### config.mk
export PLATFORM = sky130hd
export DESIGN_NAME = accumulator
export DESIGN_NICKNAME = d
export VERILOG_FILES = /design/src/rtl/accumulator_pkg.sv /design/src/rtl/accumulator_sat_adder.sv /design/src/rtl/accumulator.sv
export SDC_FILE = /design/constraint.sdc
export NUM_CORES = 1
export LEC_CHECK = 0
export ABC_AREA = 1
export ABC_CLOCK_PERIOD_IN_PS = 2800
export CORE_UTILIZATION = 40
export CTS_CLUSTER_SIZE = 25
export DETAILED_ROUTE_END_ITERATION = 16
export REMOVE_ABC_BUFFERS = 1
export SLEW_MARGIN = 20
export SYNTH_ARGS = -nofsm -noshare
export SYNTH_HDL_FRONTEND = slang
export SYNTH_HIERARCHICAL = 1
export SYNTH_SLANG_ARGS = --single-unit
### constraint.sdc
create_clock -name clk -period 2.8 [get_ports clk]
set_input_delay 0.56 -clock clk [delete_from_list [all_inputs] [get_ports clk]]
set_output_delay 0.56 -clock clk [all_outputs]
set_load 0.01 [all_outputs]
### src/rtl/accumulator_pkg.sv
// Shared types and helpers for the accumulator: FSM state encoding and
// counter sizing used by the top and its adder.
package accumulator_pkg;

    typedef enum logic {
        ACCUM = 1'b0,
        STALL = 1'b1
    } acc_state_e;

    function automatic int clog2(input int value);
        int result;
        int v;
        result = 0;
        v = value - 1;
        while (v > 0) begin
            result = result + 1;
            v = v >> 1;
        end
        return result;
    endfunction

    // A single-product block still needs a one-bit counter.
    function automatic int cnt_width(input int acc_length);
        return (clog2(acc_length) < 1) ? 1 : clog2(acc_length);
    endfunction

endpackage

### src/rtl/accumulator_sat_adder.sv
// WIDTH-bit unsigned adder; with SATURATE set the result clamps at all-ones.
// o_carry reports that the true sum did not fit in WIDTH bits.
module sat_adder #(
    parameter int WIDTH    = 32,
    parameter bit SATURATE = 1'b0
) (
    input  logic [WIDTH-1:0] i_a,
    input  logic [WIDTH-1:0] i_b,
    output logic [WIDTH-1:0] o_sum,
    output logic             o_carry
);

    logic [WIDTH:0] w_full;

    assign w_full  = {1'b0, i_a} + {1'b0, i_b};
    assign o_carry = w_full[WIDTH];

    generate
        if (SATURATE) begin : g_sat
            assign o_sum = w_full[WIDTH] ? {WIDTH{1'b1}} : w_full[WIDTH-1:0];
        end else begin : g_wrap
            assign o_sum = w_full[WIDTH-1:0];
        end
    endgenerate

endmodule

### src/rtl/accumulator.sv
// Integrate-and-dump of ACC_LENGTH unsigned products with a valid/ready output.
// Define ACCUMULATOR_SATURATE_EN for clamping sums and a per-block overflow flag.
module accumulator
    import accumulator_pkg::*;
#(
    parameter int DATA_WIDTH = 16,
    parameter int ACC_LENGTH = 8,
    parameter int ACC_WIDTH  = 32
) (
    input  logic                  clk,
    input  logic                  rst,
    input  logic [DATA_WIDTH-1:0] data_i,
    input  logic                  valid_i,
    output logic                  ready_o,
    input  logic                  clear_i,
    output logic [ACC_WIDTH-1:0]  data_o,
    output logic                  valid_o,
    input  logic                  ready_i,
    output logic                  overflow_o
);

    localparam int                   CNT_WIDTH = cnt_width(ACC_LENGTH);
    localparam logic [CNT_WIDTH-1:0] LAST_CNT  = CNT_WIDTH'(ACC_LENGTH - 1);
`ifdef ACCUMULATOR_SATURATE_EN
    localparam bit                   SAT_EN    = 1'b1;
`else
    localparam bit                   SAT_EN    = 1'b0;
`endif

    acc_state_e           r_state;
    logic [CNT_WIDTH-1:0] r_cnt;
    logic [ACC_WIDTH-1:0] r_acc;
    logic [ACC_WIDTH-1:0] r_data;
    logic                 r_valid;

    logic                 w_accept;
    logic                 w_xfer;
    logic                 w_first;
    logic                 w_last;
    logic [ACC_WIDTH-1:0] w_addend;
    logic [ACC_WIDTH-1:0] w_ext;
    logic [ACC_WIDTH-1:0] w_sum;
    logic                 w_carry;

    acc_state_e           w_state_n;
    logic [CNT_WIDTH-1:0] w_cnt_n;
    logic [ACC_WIDTH-1:0] w_acc_n;
    logic [ACC_WIDTH-1:0] w_data_n;
    logic                 w_valid_n;

    // Valid/ready: a product moves on an edge with valid_i && ready_o, a sum
    // moves on an edge with valid_o && ready_i; ready_o depends on state only.
    assign ready_o  = (r_state == ACCUM);
    assign data_o   = r_data;
    assign valid_o  = r_valid;

    assign w_accept = valid_i && (r_state == ACCUM);
    assign w_xfer   = r_valid && ready_i;
    assign w_first  = (r_cnt == '0);
    assign w_last   = (r_cnt == LAST_CNT);
    assign w_addend = w_first ? '0 : r_acc;
    assign w_ext    = ACC_WIDTH'(data_i);

    sat_adder #(
        .WIDTH    (ACC_WIDTH),
        .SATURATE (SAT_EN)
    ) u_add (
        .i_a     (w_addend),
        .i_b     (w_ext),
        .o_sum   (w_sum),
        .o_carry (w_carry)
    );

    always_comb begin
        w_cnt_n   = r_cnt;
        w_acc_n   = r_acc;
        w_data_n  = r_data;
        w_valid_n = r_valid && !w_xfer;
        if (clear_i) begin
            w_cnt_n = '0;
            w_acc_n = '0;
        end else if (w_accept) begin
            if (w_last) begin
                w_cnt_n   = '0;
                w_data_n  = w_sum;
                w_valid_n = 1'b1;
            end else begin
                w_cnt_n = r_cnt + CNT_WIDTH'(1);
                w_acc_n = w_sum;
            end
        end
        // Stall only when the block's closing product would have nowhere to go.
        w_state_n = (w_valid_n && (w_cnt_n == LAST_CNT)) ? STALL : ACCUM;
    end

    always_ff @(posedge clk or posedge rst) begin
        if (rst) begin
            r_state <= ACCUM;
            r_cnt   <= '0;
            r_acc   <= '0;
            r_data  <= '0;
            r_valid <= 1'b0;
        end else begin
            r_state <= w_state_n;
            r_cnt   <= w_cnt_n;
            r_acc   <= w_acc_n;
            r_data  <= w_data_n;
            r_valid <= w_valid_n;
        end
    end

`ifdef ACCUMULATOR_SATURATE_EN
    logic r_sticky;
    logic r_ovf;
    logic w_sticky_blk;

    assign w_sticky_blk = r_sticky | w_carry;
    assign overflow_o   = r_ovf;

    always_ff @(posedge clk or posedge rst) begin
        if (rst) begin
            r_sticky <= 1'b0;
            r_ovf    <= 1'b0;
        end else if (clear_i) begin
            r_sticky <= 1'b0;
        end else if (w_accept) begin
            if (w_last) begin
                r_ovf    <= w_sticky_blk;
                r_sticky <= 1'b0;
            end else begin
                r_sticky <= w_sticky_blk;
            end
        end
    end
`else
    logic w_unused_carry;

    assign w_unused_carry = w_carry;
    assign overflow_o     = 1'b0;
`endif

endmodule
==> qor.yml, run 1 <==
critical_path:
  endpoint_kind: "flop"
  r2r_start: "r_cnt[0]"
  required_ns: 3.07
  critPathKind: "reg -> reg"
  r2r_slack_ns: 0.08
  path_common_cell: "nand2_2"
  cp_slowest_cell: "dfrtp_1"
  path_max_fanout: 6
  crit_family: "simple AND/OR/NAND/NOR gates"
  cp_num_buf_inv: 7
  reg2regPathDepth: 18
  critPathMaxStageDelay_ns: 0.40
  path_cells: "inv_2, ha_1, inv_1, nor2_4, buf_12, clkbuf_16, nor2_1, ha_1, nand2_2, inv_2, nand2_2, nor3_1, nand2_2, nand2_4, buf_12, xor2_4, inv_1, o21ai_2"
  crit_arrival_ns: 2.99
  critPathLaunchType: "flop"
  r2r_end: "data_o[14]"
clock_tree:
  cts.clk_slew.worst_paths_ns: 0.06
  cts_inserted_buffers: 9
  clock_latency_ns: 0.34
  tritoncts: "built"
  clock_sinks: 69
  ctsHoldBuffers: 0
  cts.path.max_buffers: 2
  root_buffer: "clkbuf_16"
  htree_levels: 3
sta:
  rsz0062_at_grt: "true"
  tightest_slew_ns: 0.651
  hold-worst-slack_ns: 0.478
  clock-skew-final_ns: 0.00716
  setup_slack_ns: 0.0795
  finalMaxSlewViolations: 0
  period_needed_ns: 2.72
  finalHoldViolCount: 0
  period_share_pct: 97.2
  setup_viol_count_final: 0
  fmax_mhz: 368
  maxSlewHeadroom_pct: 56.4
routing:
  routed_wl_mm: 14.0
  via_count: 5022
  drt_iter0_markers: 356
  via_per_inst: 4.50
  drcViolationCount: 0
  drt_pass1_iterations: 5
  detail-route-antenna-nets: 0
  wl_per_cell_um: 12.6
finish:
  final_cells: 1116
  postLayoutCellArea_um2: 7210
  drive_gt1_share_pct: 20.1
  post-route-util_pct: 54.4
  area_growth_syn_to_layout_pct: 32.5
  nets: 992
  num_antenna_cells: 0
power_and_ir_drop:
  pwr-share-comb_pct: 32.4
  leakagePower_nw: 3.99
  power_density_nw_per_um2: 526
  p_switching_w: 0.00122
  power_frac_clock_pct: 37.4
  swShare_pct: 32.1
  cell_internal_pwr_w: 0.00257
  ir_worst_vdd_mv: 0.290
  sequentialPowerShare_pct: 30.3
global_route:
  grt_pass1_vias: 4748
  grt_overflow: 0
  grt_max_degree: 70
  grt_pass1_wl_mm: 23.1
  globalRouteTotalUtil_pct: 21.0
  antenna_found_initial: 0
floorplanning:
  chipHeight_um: 119
  core-area_um2: 13200
  start_util_pct: 41.1
  num_io_pins: 56
  row_count: 42
  fp.dieW_um: 119
  dieArea_um2: 14100
placement:
  dpl.hpwl_mm: 10.0
  gp_congestion: 0.934
  place_ws_ns: -0.0462
  numPortBuffers: 54
  dpl_cell_area_um2: 6240
  dp_cells: 1085
min_path:
  holdCritStartpoint: "data_o[17]"
  min_to: "data_o[17]"
  min_path_type: "reg -> reg"
  holdPathStages: 2
synthesis:
  yosys_warnings: 6
  syn_area_um2: 5440
  netlist_instances: 842
  avgSynthCellArea_um2: 6.46
job:
  drv_cap: 0
run_status:
  status: "finished, final reports clean"
what timing repair did:
item | in CTS | in global routing
hold endpoints to repair | 0 | 0
endpoints found under the setup margin | 7 | 38
gates cloned | 0 | 2
buffers inserted | 0 | 13
pin swaps | 0 | 36
resized for setup | 3 | 118
placed cells by master, fill, tap and decap left out, types with 12 or more instances in the layout:
cell type          n
o21ai_0           29
nand2_1          253
o21ai_2           22
ha_1              20
nor2_2            12
clkdlybuf4s50_1   54
buf_4             22
inv_1            178
inv_2             12
dfrtp_1           69
nand2_2           50
nor2_1            65
conb_1            17
xor2_1            14
o21ai_1           13
nand3_1           20
stage by stage:
stage | total power (W) | setup TNS [ns]
after CTS | 0.00361 | 0
after floorplan | 0.00183 | -17.13
final | 0.00379 | 0
after detailed placement | 0.00217 | -0.0973
after global routing | 0.00402 | -0.767
after global placement | 0.00217 | -0.0305
sequential cells by signal (all words and copies together), names as in the netlist:
| signal | flops |
|---|---|
| r_cnt | 3 |
| valid_o | 1 |
| r_acc | 32 |
| data_o | 32 |
| r_state | 1 |
power groups by stage:
stage | sequential, W | clock (W) | combinational, W
2_1_floorplan | 0.00118 | 0 | 0.000647
3_3_place_gp | 0.00116 | 0 | 0.00101
3_5_place_dp | 0.00116 | 0 | 0.00101
4_1_cts | 0.00115 | 0.00144 | 0.00102
5_1_grt | 0.00116 | 0.00149 | 0.00137
6_report | 0.00115 | 0.00142 | 0.00123
per-layer routing:
layer	GRT usage [%]	part of all wire [%]	vias to the layer above	routed length, um
met4	8.07	2.0	0	280
met1	30.4	53	2244	7390
met2	31.4	42	90	5900
met3	2.75	3.3	18	469
met5	0	0	-	0
li1	-	-	2670	-
final cells by class:
type	count	area, um2
clock buffer	9	225
clock inverter	7	138
fill	1341	6030
inverter	190	713
multi-input combinational	582	3330
sequential	69	1730
tap	176	220
timing repair buffer	83	856
how the worst max path moves through the flow:
stage                       endpoint  slack (ns)  depth (start not counted)      from
after floorplan           data_o[28]       -0.55                         19  r_cnt[0]
after global placement     r_acc[27]       -0.02                         19  r_cnt[0]
after detailed placement  data_o[27]       -0.05                         18  r_cnt[0]
after CTS                  r_acc[29]        0.06                         19  r_cnt[0]
after global routing      data_o[12]       -0.05                         17  r_cnt[0]
final                     data_o[14]        0.08                         18  r_cnt[0]
worst min-delay path, cell delays in order (launching register included):
cell and delay (ns):
dfrtp_1 0.34, nand2_1 0.06, o21ai_2 0.05
No activity file was read; power rests on OpenSTA's default activity.
==> run 2: changes to the inputs <==
--- a/config.mk
+++ b/config.mk
@@ -9,5 +9,7 @@
 export ABC_CLOCK_PERIOD_IN_PS = 2800
-export CORE_UTILIZATION = 40
+export CORE_UTILIZATION = 60
+export CTS_BUF_LIST = sky130_fd_sc_hd__clkbuf_4
 export CTS_CLUSTER_SIZE = 25
 export DETAILED_ROUTE_END_ITERATION = 16
+export PLACE_DENSITY = 0.84
 export REMOVE_ABC_BUFFERS = 1
==> constraint.sdc (replaced) <==
create_clock -name clk -period 2.8 [get_ports clk]
set_input_delay 0.7 -clock clk [delete_from_list [all_inputs] [get_ports clk]]
set_output_delay 0.7 -clock clk [all_outputs]
set_load 0.01 [all_outputs]
==> run 2 against run 1 <==
Compared with the run above: clock skew up 0.020 ns; core utilization up 21 points; die area down 33%; power down 22%; clock-buffer cell count unchanged; clock power down 53%; wire length up 0.63%; highest routed layer unchanged.
==> qor.yml, run 2 (synthesis results as in run 1) <==
routing:
  drt_iter0_markers: 323  # was 356
  drcViolationCount: 0  # unchanged
  via_per_inst: 4.98  # was 4.50
  via_count: 5221  # was 5022
  routed_wl_mm: 14.1  # was 14.0 mm
  detail-route-antenna-nets: 0  # unchanged
  drt_pass1_iterations: 5  # unchanged
  wl_per_cell_um: 13.5  # was 12.6 um
finish:
  nets: 993  # was 992
  postLayoutCellArea_um2: 6590  # was 7210 um2
  final_cell_mix: "290 x nand2_1, 183 x inv_1, 71 x nor2_1"  # was 253 x nand2_1, 178 x inv_1, 69 x dfrtp_1
  post-route-util_pct: 75.2  # was 54.4%
  area_growth_syn_to_layout_pct: 21.1  # was 32.5%
  drive_gt1_share_pct: 13.5  # was 20.1%
  num_antenna_cells: 0  # unchanged
  layout_commonest_cell: "nand2_1"  # unchanged
sta:
  finalHoldViolCount: 0  # unchanged
  fmax_mhz: 363  # was 368 MHz
  period_needed_ns: 2.76  # was 2.72 ns
  finalMaxSlewViolations: 0  # unchanged
  rsz0062_at_grt: "true"  # unchanged
  setup_viol_count_final: 0  # unchanged
  clock-skew-final_ns: 0.0275  # was 0.00716 ns
  period_share_pct: 98.4  # was 97.2%
job:
  drv_cap: 0  # unchanged
floorplanning:
  chipHeight_um: 97.2  # was 119 um
  dieArea_um2: 9460  # was 14100 um2
  num_io_pins: 56  # unchanged
  start_util_pct: 62.1  # was 41.1%
  row_count: 34  # was 42
  fp.dieW_um: 97.2  # was 119 um
  core-area_um2: 8760  # was 13200 um2
power_and_ir_drop:
  swShare_pct: 38.1  # was 32.1%
  leakagePower_nw: 3.82  # was 3.99 nW
  cell_internal_pwr_w: 0.00183  # was 0.00257 W
  pwr-share-comb_pct: 38.5  # was 32.4%
  power_density_nw_per_um2: 447  # was 526 nW/um2
  power_frac_clock_pct: 22.6  # was 37.4%
  p_switching_w: 0.00112  # was 0.00122 W
  ir_worst_vdd_mv: 0.307  # was 0.290 mV
  finalPower_w: 0.00295  # was 0.00379 W
  sequentialPowerShare_pct: 38.9  # was 30.3%
critical_path:
  path_cells: "inv_1, ha_1, inv_1, nor2_4, buf_12, buf_12, nor2_1, ha_1, nand2_2, buf_4, nor2_1, nand3_1, nand3_2, xor2_1, inv_1, o21ai_2"  # was inv_2, ha_1, inv_1, nor2_4, buf_12, clkbuf_16, nor2_1, ha_1, nand2_2, inv_2, nand2_2, nor3_1, nand2_2, nand2_4, buf_12, xor2_4, inv_1, o21ai_2
  endpoint_kind: "flop"  # unchanged
  r2r_start: "r_cnt[0]"  # unchanged
  crit_family: "buffers and inverters"  # was simple AND/OR/NAND/NOR gates
  critPathMaxStageDelay_ns: 0.40  # about the same
  path_depth: 16  # was 18
  path_max_fanout: 18  # was 6
  required_ns: 3.17  # was 3.07 ns
  crit_start: "r_cnt[0]"  # unchanged
  reg2regPathDepth: 16  # was 18
  path_common_cell: "inv_1"  # was nand2_2
  critPathKind: "reg -> reg"  # unchanged
  crit_arrival_ns: 3.13  # was 2.99 ns
  cp_num_buf_inv: 6  # was 7
  critPathLaunchType: "flop"  # unchanged
  cp_slowest_cell: "dfrtp_1"  # unchanged
clock_tree:
  cts.path.max_buffers: 2  # unchanged
  clock_sinks: 69  # unchanged
  cts_inserted_buffers: 9  # unchanged
  root_buffer: "clkbuf_4"  # was clkbuf_16
  cts.clk_slew.worst_paths_ns: 0.14  # was 0.06 ns
  tritoncts: "built"  # unchanged
  htree_levels: 3  # unchanged
  clock_latency_ns: 0.44  # was 0.34 ns
placement:
  numPortBuffers: 54  # unchanged
  gp_congestion: 0.891  # was 0.934
  dpl.hpwl_mm: 10.4  # was 10.0 mm
  dpl_cell_area_um2: 6280  # was 6240 um2
global_route:
  globalRouteTotalUtil_pct: 30.5  # was 21.0%
  grt_pass1_wl_mm: 23.1  # about the same
  grt_overflow: 0  # unchanged
  antenna_found_initial: 0  # unchanged
  grt_pass1_vias: 5039  # was 4748
  grt_max_degree: 70  # unchanged
run_status:
  status: "finished, final reports clean"  # unchanged
min_path:
  holdCritStartpoint: "data_o[23]"  # was data_o[17]
  holdPathStages: 2  # unchanged
  min_path_type: "reg -> reg"  # unchanged
==> run 2: per-stage QoR <==
| step | hold slack [ns] | setup slack, ns | TNS, ns | std cells |
|---|---|---|---|---|
| after floorplan | 0.486 | -0.548 | -17.13 | 841 |
| after global placement | 0.464 | 0.0352 | 0 | 1028 |
| after detailed placement | 0.469 | -0.0512 | -0.175 | 1028 |
| after CTS | 0.501 | 0.0251 | 0 | 1044 |
| after global routing | 0.517 | -0.0611 | -0.346 | 1049 |
| final | 0.496 | 0.0443 | 0 | 1049 |
==> run 2: worst paths after layout <==
path	end	slack, ns
max in group asynchronous	data_o[20]	1.82
min	data_o[23]	0.50
max	data_o[9]	0.04
min reg2reg	data_o[23]	0.50
max reg2reg	data_o[9]	0.04
min in group asynchronous	r_acc[0]	0.66
==> run 2: power groups by stage <==
stage | Sequential (W) | Combinational, W | Clock [W]
2_1_floorplan | 0.00118 | 0.000647 | 0
3_3_place_gp | 0.00116 | 0.00102 | 0
3_5_place_dp | 0.00117 | 0.00105 | 0
4_1_cts | 0.00115 | 0.00106 | 0.000674
5_1_grt | 0.00116 | 0.00126 | 0.000719
6_report | 0.00115 | 0.00113 | 0.000666
==> run 2: repair_timing <==
item	CTS	global route
buffers inserted	0	5
gates resized for setup	0	37
hold buffers	0	0
endpoints found under the setup margin	0	42
==> run 2: worst reg2reg max path, delay by kind of cell (launching register included) <==
family | cells | cell delay, ns
flops | 1 | 0.40
simple gates | 6 | 0.62
fa+ha+maj | 2 | 0.52
xor+xnor | 1 | 0.28
buf+inv | 6 | 0.70
compound gates | 1 | 0.19
==> run 2: final cells by class <==
type | instances | area, um2
clock inverter | 7 | 66.3
multi-input combinational | 582 | 3060
sequential | 69 | 1730
fill | 740 | 2170
tap | 108 | 135
clock buffer | 9 | 67.6
inverter | 190 | 713
timing repair buffer | 84 | 816
==> run 2: metal layers <==
metal  wire [um]  part of all wire (%)  track usage (%)
met4         353                   2.5             8.26
met1        6790                    48             42.0
met3         698                   4.9             4.53
met2        6290                    44             50.4
met5           0                     0                0
==> run 3: changes to the inputs <==
--- a/config.mk
+++ b/config.mk
@@ -13,2 +13,3 @@
 export DETAILED_ROUTE_END_ITERATION = 16
+export GPL_ROUTABILITY_DRIVEN = 0
 export PLACE_DENSITY = 0.84
--- a/constraint.sdc
+++ b/constraint.sdc
@@ -3,2 +3,2 @@
 set_output_delay 0.7 -clock clk [all_outputs]
-set_load 0.01 [all_outputs]
+set_load 0.1 [all_outputs]
==> run 3 against run 2 <==
Compared with the run above: sequential share of layout area increased by 0.34 points; final area decreased by 1.3%; die area unchanged; core utilization fell by 0.96 points; largest power group is now combinational cells; wire length fell by 5.8%; via count grew 1.6%; worst hold slack barely moved; register-to-register slack improved by 0.05 ns.
==> qor.yml, run 3 (synthesis results as in run 1) <==
routing:
  via_per_inst: 5.10  # was 4.98
  via_count: 5304  # was 5221
  drcViolationCount: 0  # unchanged
  wl_per_cell_um: 12.8  # was 13.5 um
  drt_iter0_markers: 295  # was 323
  routed_wl_mm: 13.3  # was 14.1 mm
  drt_pass1_iterations: 6  # was 5
  detail-route-antenna-nets: 0  # unchanged
power_and_ir_drop:
  power_density_nw_per_um2: 525  # was 447 nW/um2
  leakagePower_nw: 3.86  # was 3.82 nW
  ir_worst_vdd_mv: 0.313  # was 0.307 mV
  pwr-share-comb_pct: 42.7  # was 38.5%
  cell_internal_pwr_w: 0.00197  # was 0.00183 W
  finalPower_w: 0.00342  # was 0.00295 W
  sequentialPowerShare_pct: 33.5  # was 38.9%
  swShare_pct: 42.3  # was 38.1%
  power_frac_clock_pct: 23.7  # was 22.6%
  p_switching_w: 0.00144  # was 0.00112 W
sta:
  finalMaxSlewViolations: 0  # unchanged
  finalHoldViolCount: 0  # unchanged
  fin_tns_setup_ns: 0  # unchanged
  period_share_pct: 96.7  # was 98.4%
  rsz0062_at_grt: "true"  # unchanged
  setup_viol_count_final: 0  # unchanged
  clock-skew-final_ns: 0.0190  # was 0.0275 ns
  period_needed_ns: 2.71  # was 2.76 ns
  fmax_mhz: 369  # was 363 MHz
critical_path:
  path_max_fanout: 6  # was 18
  r2r_slack_ns: 0.09  # was 0.04 ns
  critPathKind: "reg -> reg"  # unchanged
  crit_arrival_ns: 3.05  # was 3.13 ns
  critPathLaunchType: "flop"  # unchanged
  endpoint_kind: "flop"  # unchanged
  required_ns: 3.14  # was 3.17 ns
finish:
  drive_gt1_share_pct: 17.3  # was 13.5%
  layout_commonest_cell: "nand2_1"  # unchanged
  num_antenna_cells: 0  # unchanged
  regArea_um2: 1730  # unchanged
  nets: 983  # was 993
  final_cell_mix: "283 x nand2_1, 183 x inv_1, 71 x nor2_1"  # was 290 x nand2_1, 183 x inv_1, 71 x nor2_1
  post-route-util_pct: 74.2  # was 75.2%
  postLayoutCellArea_um2: 6500  # was 6590 um2
  n_fill_cell: 705  # was 740
  multi_input_area_um2: 3110  # was 3060 um2
  area_growth_syn_to_layout_pct: 19.5  # was 21.1%
floorplanning:
  fp.dieW_um: 97.2  # unchanged
  core-area_um2: 8760  # unchanged
  num_io_pins: 56  # unchanged
  start_util_pct: 62.1  # unchanged
  row_count: 34  # unchanged
  chipHeight_um: 97.2  # unchanged
  dieArea_um2: 9460  # unchanged
clock_tree:
  tritoncts: "built"  # unchanged
  cts.path.max_buffers: 2  # unchanged
  clock_latency_ns: 0.42  # was 0.44 ns
  cts.clk_slew.worst_paths_ns: 0.11  # was 0.14 ns
  htree_levels: 3  # unchanged
  root_buffer: "clkbuf_4"  # unchanged
  ctsHoldBuffers: 0  # unchanged
  cts_inserted_buffers: 9  # unchanged
  clock_sinks: 69  # unchanged
placement:
  dpl_cell_area_um2: 6080  # was 6280 um2
  dpl.hpwl_mm: 9.74  # was 10.4 mm
  numPortBuffers: 54  # unchanged
run_status:
  status: "finished, final reports clean"  # unchanged
global_route:
  grt_overflow: 0  # unchanged
  antenna_found_initial: 0  # unchanged
  grt_max_degree: 47  # was 70
  grt_pass1_wl_mm: 21.5  # was 23.1 mm
  grt_pass1_vias: 4821  # was 5039
  globalRouteTotalUtil_pct: 27.9  # was 30.5%
min_path:
  min_path_type: "reg -> reg"  # unchanged
job:
  drv_cap: 0  # unchanged
==> run 3: cell count changes in the layout (fill, tap and decap cells not counted), moves of 4 or more <==
| cell | delta |
|---|---|
| buf_4 | +22 |
| buf_6 | +4 |
| clkdlybuf4s50_1 | -34 |
| nand2_1 | -7 |
| nand2_2 | +8 |
==> run 3: power by group through the flow <==
stage	Combinational [W]	Clock, W	Sequential, W
global route	0.00158	0.000875	0.00116
detailed placement	0.00135	0	0.00116
global placement	0.00132	0	0.00116
CTS	0.00136	0.000827	0.00115
floorplan	0.000653	0	0.00154
finish	0.00146	0.000811	0.00115
==> run 3: area by class of cell <==
| class | count | share of cell area, % |
|---|---|---|
| inverters | 190 | 11.0 |
| repair buffers | 74 | 9.92 |
| flip-flops and latches | 69 | 26.5 |
| well taps | 108 | 2.08 |
| clock inverters | 6 | 1.56 |
| multi-input cells | 582 | 47.8 |
| clock buffers | 10 | 1.15 |
==> run 3: path summary, 6_finish.rpt <==
kind / startpoint / endpoint / cells after the start
setup reg to reg: r_cnt[0] / data_o[18] / 19
min in group asynchronous: rst / data_o[1] / 2
setup / recovery: r_cnt[0] / data_o[18] / 19
max in group asynchronous: rst / r_acc[29] / 3
hold reg to reg: data_o[22] / data_o[22] / 2
hold / removal: data_o[22] / data_o[22] / 2
==> run 3: worst max-delay path: stages (launching register included) <==
cell and delay (ns):
dfrtp_1 0.42, inv_1 0.08, ha_1 0.14, inv_1 0.06
nor2_4 0.24, buf_6 0.16, nor2_1 0.05, ha_2 0.38
nand2_2 0.11, inv_1 0.09, nand2_1 0.07, nand2_1 0.11
inv_1 0.06, nand3_2 0.14, nand3_1 0.11, nand2_1 0.07
nand2_1 0.04, nand2_1 0.10, inv_1 0.06, o21ai_2 0.12
==> run 3: per-layer routing <==
| layer | GRT usage (%) | vias up | share of wire, % |
|---|---|---|---|
| li1 | - | 2660 | - |
| met1 | 37.7 | 2413 | 45 |
| met2 | 46.3 | 202 | 47 |
| met3 | 3.81 | 29 | 6.7 |
| met4 | 9.50 | 0 | 1.9 |
| met5 | 0 | - | 0 |
==> run 3: metrics by stage <==
stage	setup WS [ns]	std cells	hold WS [ns]
2_1_floorplan	-0.548	841	0.486
3_5_place_dp	-0.0501	1017	0.470
5_1_grt	-0.0808	1039	0.496
3_3_place_gp	0.0487	1017	0.466
4_1_cts	0.0973	1033	0.496
6_report	0.0930	1039	0.497
==> run 3: what timing repair did <==
item / in CTS / in global routing
cloned: 0 / 0
resized for setup: 1 / 50
pin swaps: 0 / 21
endpoints found under the setup margin: 1 / 30
buffers inserted: 0 / 6
